===== src/rtl/lc3_fetch_unit.sv =====
// LC-3 instruction-fetch front end: credit-limited in-order requests to instruction memory,
// a small return FIFO toward decode, and flush/drop handling on control-flow redirect.
module lc3_fetch_unit #(
  parameter logic [15:0] RESET_PC = 16'h3000,
  parameter int          DEPTH    = 2
) (
  input  logic        clk,
  input  logic        reset,
  output logic        mem_req_valid,
  input  logic        mem_req_ready,
  output logic [15:0] mem_req_addr,
  input  logic        mem_rsp_valid,
  input  logic [15:0] mem_rsp_data,
  output logic        instr_valid,
  input  logic        instr_ready,
  output logic [15:0] instruction,
  output logic [15:0] instr_pc,
  input  logic        redirect,
  input  logic [15:0] redirect_pc
);

  localparam int PW = (DEPTH > 1) ? $clog2(DEPTH) : 1;
  localparam int CW = $clog2(DEPTH + 1);

  typedef logic [PW-1:0] ptr_t;
  typedef logic [CW-1:0] cnt_t;

  logic [15:0] fetch_pc;
  cnt_t        outstanding, outstanding_next;
  cnt_t        drop, drop_next;
  cnt_t        count, count_next;
  ptr_t        wr_ptr, rd_ptr;
  ptr_t        tag_wr, tag_rd;
  logic [CW:0] in_use;

  logic [15:0] tag_mem   [DEPTH];
  logic [15:0] fifo_data [DEPTH];
  logic [15:0] fifo_pc   [DEPTH];

  logic accept, push, pop;

  // Requests are only issued while buffered words plus in-flight requests leave room,
  // so every response is guaranteed a FIFO slot.
  always_comb begin
    in_use        = {1'b0, count} + {1'b0, outstanding};
    mem_req_valid = ~reset & ~redirect & (in_use < (CW+1)'(DEPTH));
  end

  assign accept = mem_req_valid & mem_req_ready;
  assign push   = mem_rsp_valid & (drop == '0) & ~redirect;
  assign pop    = instr_valid & instr_ready & ~redirect;

  assign mem_req_addr = fetch_pc;
  assign instr_valid  = (count != '0);
  assign instruction  = instr_valid ? fifo_data[rd_ptr] : 16'h0000;
  assign instr_pc     = instr_valid ? fifo_pc[rd_ptr]   : 16'h0000;

  // NOTE: every variable assigned in an always_comb gets a value on every path (defaults
  // first), otherwise synthesis infers a latch.
  always_comb begin
    outstanding_next = outstanding + cnt_t'(accept) - cnt_t'(mem_rsp_valid);
    drop_next        = drop;
    count_next       = count + cnt_t'(push) - cnt_t'(pop);
    if (redirect) begin
      // Everything still in flight after this cycle belongs to the abandoned path.
      drop_next  = outstanding_next;
      count_next = '0;
    end else if (mem_rsp_valid && drop != '0) begin
      drop_next = drop - cnt_t'(1);
    end
  end

  // NOTE: sequential state uses non-blocking assignments so all registers update from the
  // same pre-edge values.
  always_ff @(posedge clk or posedge reset) begin
    if (reset) begin
      fetch_pc    <= RESET_PC;
      outstanding <= '0;
      drop        <= '0;
      count       <= '0;
      wr_ptr      <= '0;
      rd_ptr      <= '0;
      tag_wr      <= '0;
      tag_rd      <= '0;
    end else begin
      assert (!(push && count == cnt_t'(DEPTH)));
      if (redirect)    fetch_pc <= redirect_pc;
      else if (accept) fetch_pc <= fetch_pc + 16'd1;
      outstanding <= outstanding_next;
      drop        <= drop_next;
      count       <= count_next;
      if (accept)        tag_wr <= tag_wr + ptr_t'(1);
      if (mem_rsp_valid) tag_rd <= tag_rd + ptr_t'(1);
      if (redirect) begin
        wr_ptr <= '0;
        rd_ptr <= '0;
      end else begin
        if (push) wr_ptr <= wr_ptr + ptr_t'(1);
        if (pop)  rd_ptr <= rd_ptr + ptr_t'(1);
      end
    end
  end

  // NOTE: storage arrays are deliberately not reset; count/pointers define which entries
  // are meaningful, and the head outputs are forced to zero while the FIFO is empty.
  always_ff @(posedge clk) begin
    if (accept) tag_mem[tag_wr] <= fetch_pc;
    if (push) begin
      fifo_data[wr_ptr] <= mem_rsp_data;
      fifo_pc[wr_ptr]   <= tag_mem[tag_rd] + 16'd1;
    end
  end

endmodule


===== config.mk =====
export PLATFORM = sky130hd
export DESIGN_NAME = lc3_fetch_unit
export DESIGN_NICKNAME = d
export VERILOG_FILES = /design/src/rtl/lc3_fetch_unit.sv
export SDC_FILE = /design/constraint.sdc
export NUM_CORES = 1
export LEC_CHECK = 0
export ABC_AREA = 1
export BUFFER_PORTS_ARGS = -buffer_cell sky130_fd_sc_hd__buf_2
export CAP_MARGIN = 20
export CORE_MARGIN = 2
export CORE_UTILIZATION = 57
export DETAILED_ROUTE_END_ITERATION = 6
export HOLD_SLACK_MARGIN = 0.08
export PLACE_DENSITY_LB_ADDON = 0.3
export SLEW_MARGIN = 30
export SYNTH_ARGS = -nofsm -noshare
export SYNTH_HDL_FRONTEND = slang
export SYNTH_SLANG_ARGS = --single-unit

===== constraint.sdc =====
create_clock -name clk -period 2.9 [get_ports clk]
set_input_delay 0.145 -clock clk [delete_from_list [all_inputs] [get_ports clk]]
set_output_delay 0.145 -clock clk [all_outputs]
set_load 0.05 [all_outputs]

# Word level (Yosys, flattened, before mapping)
# Memory sizes are Yosys's and may differ from the RTL's.
# Cells that the tools add are included.
word_totals:
  ff_bits: 26
  ram_bits: 96
  output_inout_bits: 50
  memories: 3
  in_bits: 38
  elab_cells: 56
mem_list:
  columns: ["name", "depth", "word_bits", "read_ports", "rd_ports_with_merged_regs", "write_ports", "line_no", "text"]
  rows:
  - ["fifo_data", 2, 16, 1, 0, 1, "37", "logic [15:0] fifo_data [DEPTH];"]
  - ["fifo_pc", 2, 16, 1, 0, 1, "38", "logic [15:0] fifo_pc [DEPTH];"]
  - ["tag_mem", 2, 16, 1, 0, 1, "36", "logic [15:0] tag_mem [DEPTH];"]
op_classes:
  magnitude_cmp: 1
  n_bitwise: 9
  n_reduce_logical: 8
  n_addsub: 12
  mux: 15
ops:
  columns: ["cell", "count"]
  rows:
  - ["2-to-1 mux 16 bit", 4]
  - ["adder 16 x 1 -> 16 bit, second input constant", 2]
  - ["nonzero test 2 bit", 6]
  - ["2-to-1 mux 1 bit", 8]
  - ["bitwise AND 1 bit", 7]
  - ["2-to-1 mux 2 bit", 3]
  - ["adder 1 bit, second input constant", 4]
  - ["adder 2 x 1 -> 2 bit", 2]
  - ["subtractor 2 x 1 -> 2 bit", 2]
  - ["adder 2 x 2 -> 3 bit", 1]
  - ["less-than comparator 3 x 2 -> 1 bit, second input constant", 1]
  - ["logical NOT 2 bit", 1]
  - ["inverter 1 bit", 2]
  - ["subtractor 2 x 1 -> 2 bit, second input constant", 1]
  - ["logical AND 1 bit", 1]

# Depth between registers and ports, before layout
logic_depth:
  ltp_word: 7
  mapped_depth: 13
  mapped_depth_nobuf: 12

# Worst setup path before layout
# No wires, ideal clock.
synth_path:
  kind: "register to register"
  start: "register drop[0]"
  end: "memory fifo_data[0][0] (enable)"
  t_arrival_ns: 2.131
  setup_time_ns: 0.421
  slack_ns: 0.348
  path_buffers: 0
  stages_incl_launch_ff: 7
  required_ns: 2.479
  synth_period_minus_slack_ns: 2.552
  path_cell_list: "dfrtp_1 > inv_1 > ha_1 > nand2_1 > inv_1 > nand2_1 > nor2_1"
synth_between:
  elab_chain_cells: 5
synth_lines:
  columns: ["item", "line_no", "text"]
  rows:
  - ["start, declared", "30", "cnt_t drop, drop_next;"]
  - ["start signal, assigned", "90", "drop <= drop_next;"]
  - ["logical NOT 2 bit", "50", "assign push = mem_rsp_valid & (drop == '0) & ~redirect;"]
  - ["bitwise AND 1 bit (2 in series)", "50", null]
  - ["2-to-1 mux 1 bit", "108", "if (push) begin"]
  - ["2-to-1 mux 1 bit (not written as such)", "109", "fifo_data[wr_ptr] <= mem_rsp_data;"]
  - ["end, declared", "37", null]
# No other way between the ends.

# Final worst setup path
layout_path:
  start: "register outstanding[0]"
  end: "register drop[1]"
layout_between:
  elab_chain_cells: 7
layout_lines:
  columns: ["item", "line_no", "text"]
  rows:
  - ["start, declared", "29", "cnt_t outstanding, outstanding_next;"]
  - ["start signal, assigned", "89", "outstanding <= outstanding_next;"]
  - ["adder 2 x 2 -> 3 bit", "45", "in_use = {1'b0, count} + {1'b0, outstanding};"]
  - ["less-than comparator 3 x 2 -> 1 bit", "46", "mem_req_valid = ~reset & ~redirect & (in_use < (CW+1)'(DEPTH));"]
  - ["bitwise AND 1 bit", "46", null]
  - ["bitwise AND 1 bit", "49", "assign accept = mem_req_valid & mem_req_ready;"]
  - ["adder 2 x 1 -> 2 bit *", "61", "outstanding_next = outstanding + cnt_t'(accept) - cnt_t'(mem_rsp_valid);"]
  - ["subtractor 2 x 1 -> 2 bit *", "61", null]
  - ["named net outstanding_next[1]", "29", null]
  - ["2-to-1 mux 2 bit *", "64", "if (redirect) begin"]
# Mark *: on every way through the listed nets, which the timed path passes. The rest lies on a longest branch.
# A chain may end at the register's enable or synchronous reset.

==> metrics.md <==
| Metric | Value |
|---|---|
| Synth-to-Final Area Change | 25.9% |
| FMAX | 437 MHz |
| Register Area | 0.00354 mm2 |
| Total global routing overflow | 0 |
| Most frequent cells in the layout | nand2_1 (208), edfxtp_1 (96), buf_2 (87), inv_1 (56), dlygate4sd3_1 (37) |
| Outcome | finished clean |
| CP Capture Type | flip-flop |
| VDD IR max | 0.452 mV |
| Clk_lat worst skew | 0.51 ns |
| Footprint of the multi-input gates | 0.00187 mm2 |
| Residual DRC | 0 |
| Worst Path Required | 3.36 ns |
| IO buf count | 87 |
| Post-DRT Antenna Nets | 0 |
| Async set-reset flop share out of synthesis | 21.3% |
| I/O pins | 88 |
| Via count of the first global-routing pass | 4315 |
| Period utilization | 78.9% |
| Iteration-0 DRC Markers | 212 |
| Critical path launch point | outstanding[0]$_DFF_PP0_ |
| Worst reg2reg setup slack | 0.61 ns |
| Synth Instances | 594 |
| Setup violations, final | 0 |
| Reg2Reg Depth | 12 |
| Final Hold Vio Count | 0 |
| GRT Total Usage | 23.8% |
| Routed vias/inst | 5.16 |
| Mapped Nets | 640 |
| Root Buffer | clkbuf_8 |
| Post-Route WL | 12.3 mm |
| Layout fillers | 675 |
| CTS tree | yes |
| Worst rel slew slack | 70.3% |
| Setup TNS Final | 0 ns |
| DR pass1 iterations | 5 |
| Mapped Area | 0.00575 mm2 |
| Die area | 0.0109 mm2 |
| Htree depth | 4 |
| Slew Viols, Final | 0 |
| Cts repair resizes | 0 |
| Crit path kind | flip-flop to flip-flop |
| CP Launch Type | flip-flop |
| Yosys reg bits | 122 |
| Total number of vias | 4503 |
| Leak pwr | 3.24 nW |
| Top fanout value on the critical path | 2 |
| Min-Delay Path Class | input port to flip-flop |
| Worst-margin pin slew | 0.446 ns |
| First-pass GRT wire length | 20.3 mm |
| Initial antenna violation count | 0 |
| Critical R2R Capture | drop[1]$_DFFE_PP0P_ |
| Placer Congestion | 0.863 |
| Core Rows | 36 |
| DR WL/cell | 14.1 um |
| Initial Utilization | 58.8% |
| Mean Syn Cell Area | 9.67 um2 |
| MaxCap Viol Count | 0 |
| Layout cells sized above 1 | 20.3% |
| HPWL after DPL | 7.75 mm |
| Post-synth EDFFs | 96 |
| Sequential-to-total area share from yosys stat | 61.5% |
| CTS Buf Count | 17 |
| Hold slack final | 0.146 ns |
| Ys flop type | edfxtp_1 |
| Setup Skew | 0.00987 ns |
| Longest Clk Path Bufs | 2 |
| DIE WIDTH | 104 um |
| Ant. Diodes | 0 |
| Final Util | 74.0% |
| Nets@finish | 773 |
| Worst EP arrival | 2.74 ns |
| Min Clock Period, post-route | 2.29 ns |
| Clock Pin Slew Worst Setup and Hold Paths | 0.06 ns |
| Core ar. | 0.00977 mm2 |
| Commonest non-fill, non-tap cell in the layout | nand2_1 |
| Synth cell types | 33 |
| PwrDens | 886 mW/mm2 |
| Chip Height | 104 um |
| Yosys warns | 0 |
| Worst r2r src | outstanding[0]$_DFF_PP0_ |
| Crit path capture | drop[1]$_DFFE_PP0P_ |
| Design Power | 0.00641 W |
| Clk sink count | 122 |
| Largest net degree at the start of global routing | 35 |
| RSZ-0062 raised after global routing | no |
## metal layers
metal	GRT usage, %	share of wire (%)
met3	6.02	4.4
met2	39.8	51
met5	0	0
met1	28.5	41
met4	12.4	3.5
## worst max-delay path, stage by stage (launching register included)
cell     delay (ns)
dfrtp_1        0.39
nand2_1        0.08
inv_1          0.05
fa_1           0.43
nor2_1         0.15
nand4_1        0.13
ha_1           0.30
inv_1          0.04
ha_1           0.19
xnor2_1        0.17
xnor2_1        0.16
nand2_1        0.07
nand2_1        0.07
## how the worst min path moves through the flow
stage                        from                  endpoint  slack (ns)  depth (start not counted)
global route        mem_req_ready        tag_wr$_DFFE_PP0P_        0.15                          4
finish              mem_req_ready  outstanding[1]$_DFF_PP0_        0.15                          4
global placement            reset  outstanding[0]$_DFF_PP0_        0.26                          3
floorplan                   reset        count[0]$_DFF_PP0_        0.20                          1
detailed placement          reset  outstanding[0]$_DFF_PP0_        0.25                          3
CTS                 mem_req_ready  outstanding[1]$_DFF_PP0_        0.12                          4
## state kept, by name, summed over array words and instances, names as in the netlist
name,count
fifo_data,32
fifo_pc,32
tag_mem,32
mem_req_addr,16
count,2
drop,2
outstanding,2
rd_ptr,1
tag_rd,1
tag_wr,1
wr_ptr,1
## what timing repair did
action	4_1_cts	5_1_grt
buffers inserted	0	0
hold buffers	37	0
hold endpoints to repair	81	0
## through the flow
stage	cell area (um2)	setup slack (ns)	std cells
6_report	7230	0.611	873
5_1_grt	7230	0.417	873
4_1_cts	7230	0.603	873
3_5_place_dp	6310	0.614	804
3_3_place_gp	6310	0.726	804
2_1_floorplan	5750	0.348	594
## kinds of logic (layout without fill, tap and decap cells)
logic type	Yosys count	count (layout)	synth area share, %
DFF	122	122	61.5
and+or+nand+nor	309	309	22.2
adders and majority gates	8	8	1.87
AOI/OAI and AO/OA	58	58	5.68
buffers and inverters	80	226	6.12
xor gates and xnor gates	17	17	2.59
## cell type report
type	count	area share, %
clock inverter	8	1.33
multi-input combinational	392	25.8
sequential	122	48.9
inverter	60	3.15
clock buffer	24	6.37
timing repair buffer	134	12.2
tap	133	2.30
## synth_stat cells (3+ instances only)
cell / n / area [um2]
o21ai_1: 3 / 15.0
dfrtp_1: 24 / 601
a21oi_1: 35 / 175
xor2_1: 14 / 123
nand2_1: 208 / 781
nand2_2: 4 / 25.0
edfxtp_1: 96 / 2880
o211ai_1: 4 / 30.0
ha_1: 7 / 87.6
inv_1: 56 / 210
nand3_1: 36 / 180
o21ai_2: 5 / 43.8
nor2_1: 37 / 139
clkbuf_1: 12 / 45.0
o21ai_0: 7 / 35.0
buf_6: 3 / 33.8
xnor2_1: 3 / 26.3
nand4_1: 12 / 75.1
nor3_1: 3 / 15.0
nor2_2: 6 / 37.5
## power breakdown
| part | total [W] | leakage, nW | switching (W) | internal, W |
|---|---|---|---|---|
| clock | 0.00197 | 0.273 | 0.000712 | 0.00126 |
| sequential | 0.00236 | 1.18 | 0.000169 | 0.00220 |
| combinational | 0.00207 | 1.78 | 0.00152 | 0.000546 |
(Power assumes the default switching activity.)
